<file path="src/rtl/tri_bus_arbiter_if.sv">
// Shared tri-state bus control bundle: per-requester requests in, one-hot buffer enables out.
// master = arbiter side, slave = requester side.
interface tri_bus_arbiter_if #(
  parameter int N = 4
);
  logic [N-1:0] req;
  logic [N-1:0] grant;
  logic [2:0]   ownerId;
  logic         busBusy;
  logic         turnaround;

  modport master (
    input  req,
    output grant,
    output ownerId,
    output busBusy,
    output turnaround
  );

  modport slave (
    output req,
    input  grant,
    input  ownerId,
    input  busBusy,
    input  turnaround
  );
endinterface

</file>
<file path="src/rtl/tri_bus_arbiter.sv">
// Round-robin owner of a shared tri-state bus: one-hot grant with one dead cycle between owners.
// Optional ARB_TIMEOUT_EN preempts an owner after MAX_HOLD cycles while others are waiting.
module tri_bus_arbiter #(
  parameter int N        = 4,
  parameter int MAX_HOLD = 16
) (
  input  logic              clk,
  input  logic              rst,
  tri_bus_arbiter_if.master bus
);
  typedef enum logic [1:0] {IDLE, GRANT, TURN} state_e;

  state_e       state_q;
  logic [N-1:0] grant_q;
  logic [2:0]   owner_q;
  logic [2:0]   rr_ptr_q;
  logic         busy_q;
  logic         turn_q;

  logic [N-1:0] req_v;
  logic [N-1:0] mask_hi;
  logic [N-1:0] req_hi;
  logic [N-1:0] pick_src;
  logic [N-1:0] pick_oh;
  logic [N-1:0] enc0, enc1, enc2;
  logic [2:0]   winner_d;
  logic         found_d;
  logic         owner_req_d;
  logic         preempt_d;

  assign req_v = bus.req;

  // Requesters above the last owner get first pick; otherwise wrap to the lowest index.
  generate
    for (genvar gi = 0; gi < N; gi++) begin : g_req
      assign mask_hi[gi] = (3'(gi) > rr_ptr_q);
      assign enc0[gi]    = pick_oh[gi] && ((gi % 2) == 1);
      assign enc1[gi]    = pick_oh[gi] && (((gi / 2) % 2) == 1);
      assign enc2[gi]    = pick_oh[gi] && (gi >= 4);
    end
  endgenerate

  assign req_hi   = req_v & mask_hi;
  assign pick_src = (|req_hi) ? req_hi : req_v;
  assign pick_oh  = pick_src & (~pick_src + {{(N-1){1'b0}}, 1'b1});
  assign found_d  = |pick_src;
  assign winner_d = {|enc2, |enc1, |enc0};

  assign owner_req_d = |(req_v & grant_q);

`ifdef ARB_TIMEOUT_EN
  logic [7:0] hold_q;
  logic       others_d;

  assign others_d  = |(req_v & ~grant_q);
  assign preempt_d = (hold_q == 8'(MAX_HOLD - 1)) && others_d;
`else
  logic unused_max_hold;

  assign unused_max_hold = (MAX_HOLD > 0);
  assign preempt_d       = 1'b0;
`endif

  always_ff @(posedge clk) begin
    if (rst) begin
      state_q  <= IDLE;
      grant_q  <= '0;
      owner_q  <= 3'd0;
      busy_q   <= 1'b0;
      turn_q   <= 1'b0;
      rr_ptr_q <= 3'(N - 1);
`ifdef ARB_TIMEOUT_EN
      hold_q   <= 8'd0;
`endif
    end else begin
      unique case (state_q)
        GRANT: begin
          if (!owner_req_d || preempt_d) begin
            state_q <= TURN;
            grant_q <= '0;
            busy_q  <= 1'b0;
            turn_q  <= 1'b1;
          end
`ifdef ARB_TIMEOUT_EN
          // Saturate so a late competitor still triggers preemption immediately.
          else if (hold_q != 8'(MAX_HOLD - 1)) begin
            hold_q <= hold_q + 8'd1;
          end
`endif
        end
        IDLE, TURN: begin
          turn_q <= 1'b0;
          if (found_d) begin
            state_q  <= GRANT;
            grant_q  <= pick_oh;
            owner_q  <= winner_d;
            rr_ptr_q <= winner_d;
            busy_q   <= 1'b1;
`ifdef ARB_TIMEOUT_EN
            hold_q   <= 8'd0;
`endif
          end else begin
            state_q <= IDLE;
            grant_q <= '0;
            busy_q  <= 1'b0;
          end
        end
        default: state_q <= IDLE;
      endcase
    end
  end

  assign bus.grant      = grant_q;
  assign bus.ownerId    = owner_q;
  assign bus.busBusy    = busy_q;
  assign bus.turnaround = turn_q;
endmodule

</file>
<file path="src/flat_wrapper.sv">
// flat-port wrapper written by rule: the top's interface ports become plain ports
module tri_bus_arbiter_flat 
#(
  parameter int N        = 4,
  parameter int MAX_HOLD = 16
)
  (clk, rst, bus_req, bus_grant, bus_ownerId, bus_busBusy, bus_turnaround);
  tri_bus_arbiter_if #(.N(N)) bus_i ();
  input  logic clk;
  input  logic rst;
  input wire logic [$bits(bus_i.req)-1:0] bus_req;
  output wire logic [$bits(bus_i.grant)-1:0] bus_grant;
  output wire logic [$bits(bus_i.ownerId)-1:0] bus_ownerId;
  output wire logic [$bits(bus_i.busBusy)-1:0] bus_busBusy;
  output wire logic [$bits(bus_i.turnaround)-1:0] bus_turnaround;
  assign bus_i.req = bus_req;
  assign bus_grant = bus_i.grant;
  assign bus_ownerId = bus_i.ownerId;
  assign bus_busBusy = bus_i.busBusy;
  assign bus_turnaround = bus_i.turnaround;
  tri_bus_arbiter #(.N(N), .MAX_HOLD(MAX_HOLD)) u_core (.clk(clk), .rst(rst), .bus(bus_i));
endmodule
</file>
<file path="config.mk">
export PLATFORM = sky130hd
export DESIGN_NAME = tri_bus_arbiter_flat
export DESIGN_NICKNAME = d
export VERILOG_FILES = /design/src/rtl/tri_bus_arbiter_if.sv /design/src/rtl/tri_bus_arbiter.sv /design/src/flat_wrapper.sv
export SDC_FILE = /design/constraint.sdc
export NUM_CORES = 1
export LEC_CHECK = 0
export ABC_CLOCK_PERIOD_IN_PS = 2200
export BUFFER_PORTS_ARGS = -buffer_cell sky130_fd_sc_hd__buf_2
export CORE_MARGIN = 10
export CORE_UTILIZATION = 45
export DETAILED_ROUTE_END_ITERATION = 10
export PLACE_DENSITY_LB_ADDON = 0.08
export SLEW_MARGIN = 20
export SYNTH_ARGS = -nofsm -noshare
export SYNTH_HDL_FRONTEND = slang
export SYNTH_SLANG_ARGS = --single-unit
</file>
<file path="constraint.sdc">
create_clock -name clk -period 2.2 [get_ports clk]
set_input_delay 0.22 -clock clk [delete_from_list [all_inputs] [get_ports clk]]
set_output_delay 0.22 -clock clk [all_outputs]
set_load 0.02 [all_outputs]
</file>
==> out/metrics.csv <==
stage,metric,value,unit
timing,hold_viol,0,
run_status,status,"complete, no violations",
final_layout,stdcell_area,689,um^2
yosys,synth_top_cells_by_area,"dfxtp_1, nor2_1, a21oi_1",
final_layout,mostFrequentLayoutCells,"buf_2, dfxtp_1, nor2_1",
global_routing,grt-ovfl-total,0,
critical_path,cp.required,2.39,ns
timing,rsz0062_at_grt,no,
global_routing,grt_pass1_vias,542,
die,die_width,56.1,um
final_layout,final_nets,90,
clock_tree,tritoncts,built,
drt,detail_route.vias_per_cell,5.76,
final_layout,diodes,0,
yosys,syn_nets,75,
run,maxCapViolations,0,
final_layout,drive_gt1_frac,0.265,
power_and_ir_drop,p_per_area,799,nW/um^2
critical_path,start_kind,flip-flop,
drt,remaining_drc_errors,0,
drt,postRouteAntennaNets,0,
yosys,seq_area_frac_synth,0.409,
timing,max_freq,768,MHz
die,die_y,56.1,um
timing,min_period_over_period,0.592,
placement,dp_hpwl,1.05,mm
global_routing,grt_max_degree,13,
timing,fin_worst_skew,0.00859,ns
yosys,ys_warn_count,0,
clock_tree,cts_num_sinks,12,
timing,maxSlewViolCount,0,
placement,portBuffers,13,
drt,wl_per_cell,14.5,um
clock_tree,numCtsBuffers,3,
timing,finalSetupTns,0,ns
clock_tree,clk_latency,0.27,ns
timing,period_minus_slack,1.30,ns
die,core,1170,um^2
die,pin_count,15,
power_and_ir_drop,p_total,551,uW
die,die_area,3150,um^2
yosys,synth_cell_types,32,
yosys,netlist_area,587,um^2
clock_tree,post_cts_resized,0,
critical_path,worst-setup-path-type,flip-flop to flip-flop,
final_layout,fillers,114,
yosys,syn_inst,69,
die,start_util,0.501,
global_routing,grt_antenna_before_repair,0,
yosys,synth_top_area_frac,0.409,
global_routing,grt_pass1_wl,2.40,mm
placement,place.gp.congestion,0.803,
drt,drt_iter0_markers,22,
yosys,ys_seq_elements,12,
critical_path,worstPathArrival,1.49,ns
final_layout,layout.cells.non_filler,97,
die,num_rows,12,
global_routing,track_usage,0.0913,
timing,setup_viol,0,
placement,place_area,653,um^2
yosys,synth_area_per_cell,8.50,um^2
final_layout,area_delta_synth_final,17.5,%
clock_tree,clockBufferDepth,2,
clock_tree,post_cts_buffers,0,
drt,via_count,559,
clock_tree,clk_pin_slew,0.08,ns
clock_tree,holdBufCountCts,0,
yosys,synth_top_area_cell,dfxtp_1,
clock_tree,cts_htree_levels,1,
drt,wl,1.40,mm
placement,placed_cells,93,
hold_path,hp-class,primary input to flip-flop,
critical_path,end_kind,flip-flop,
clock_tree,root_buffer,clkbuf_4,
power_and_ir_drop,p_leak,0.285,nW
critical_path,cp_max_fo,7,
drt,firstDrtPassIters,5,
power_and_ir_drop,ir_drop,0.000409,V
timing,worst_hold_slack,0.266,ns
final_layout,final_common_cell,buf_2,
## final timing paths
| check | startpoint | to | slack, ns | cells past startpoint |
|---|---|---|---|---|
| worst max-delay path | u_core.rr_ptr_q[0] | u_core.bus.ownerId[0] | 0.90 | 4 |
| worst min register to register | u_core.bus.grant[0] | u_core.bus.grant[0] | 0.47 | 2 |
| worst min-delay path | rst | u_core.bus.grant[1] | 0.27 | 2 |
| worst max register to register | u_core.rr_ptr_q[0] | u_core.bus.ownerId[0] | 0.90 | 4 |
## power breakdown
part / switching [mW] / internal (mW)
Clock: 0.0722 / 0.101
Sequential: 0.0198 / 0.237
Combinational: 0.0746 / 0.0463
Total: 0.167 / 0.384
## Yosys cell counts
| cell | count |
|---|---|
| o2111ai_1 | 1 |
| nor2_2 | 1 |
| a21oi_1 | 5 |
| or2_2 | 1 |
| buf_4 | 1 |
| a211oi_1 | 1 |
| a21oi_4 | 1 |
| nand4_1 | 1 |
| clkbuf_1 | 1 |
| o21bai_1 | 1 |
| a311oi_2 | 1 |
| nand2b_1 | 2 |
| nand3_1 | 2 |
| or3_1 | 1 |
| o31ai_1 | 1 |
| o311ai_2 | 1 |
| nand3b_1 | 1 |
| buf_2 | 1 |
| nor2_1 | 8 |
| nor2b_1 | 3 |
| a32oi_1 | 1 |
| o221ai_1 | 1 |
| o211ai_1 | 1 |
| dfxtp_1 | 12 |
| nor3_1 | 4 |
| nand2_1 | 4 |
| a22oi_1 | 2 |
| o21ai_1 | 1 |
| a41oi_1 | 1 |
| conb_1 | 1 |
| inv_1 | 3 |
| a31oi_1 | 3 |
## layout make-up
type	instances	area, um^2	area share
multi-input cells	51	319	0.463
flip-flops and latches	12	240	0.348
repair buffers	13	65.1	0.0944
clock buffers	4	36.3	0.0526
well taps	14	17.5	0.0254
inverters	3	11.3	0.0163
## critical path, cell delays in order, from the launching register on
cell	delay, ns
dfxtp_1	0.43
nor2b_1	0.10
o31ai_1	0.28
a21oi_1	0.16
a311oi_2	0.25
## routing by layer
| metal | vias up | track usage | wire [um] |
|---|---|---|---|
| met5 | - | 0 | 0 |
| met4 | 0 | 0.0307 | 17 |
| met3 | 2 | 0.0433 | 96 |
| met2 | 20 | 0.145 | 666 |
| met1 | 254 | 0.104 | 624 |
| li1 | 283 | - | - |
## flip-flops by register name, indices dropped and copies added, names as in the netlist
| signal | flops |
|---|---|
| u_core.bus.turnaround | 1 |
| u_core.bus.grant | 4 |
| u_core.rr_ptr_q | 2 |
| u_core.bus.busBusy | 1 |
| u_core.bus.ownerId | 2 |
| u_core.state_q | 2 |
## cells by family (layout without fill, tap and decap cells)
logic type | after synthesis | count (layout) | synth area share
compound gates | 22 | 22 | 0.301
flops | 12 | 12 | 0.409
other cells | 1 | 1 | 0.00639
buf+inv | 6 | 20 | 0.0469
simple gates | 28 | 28 | 0.237
## metrics by stage
stage,util,setup slack (ns)
after CTS,0.589,0.894
after floorplan,-,1.03
after global routing,0.589,0.755
after global placement,0.558,0.856
final,0.589,0.897
after detailed placement,0.558,0.880
Power figures use the tool's default switching activity.
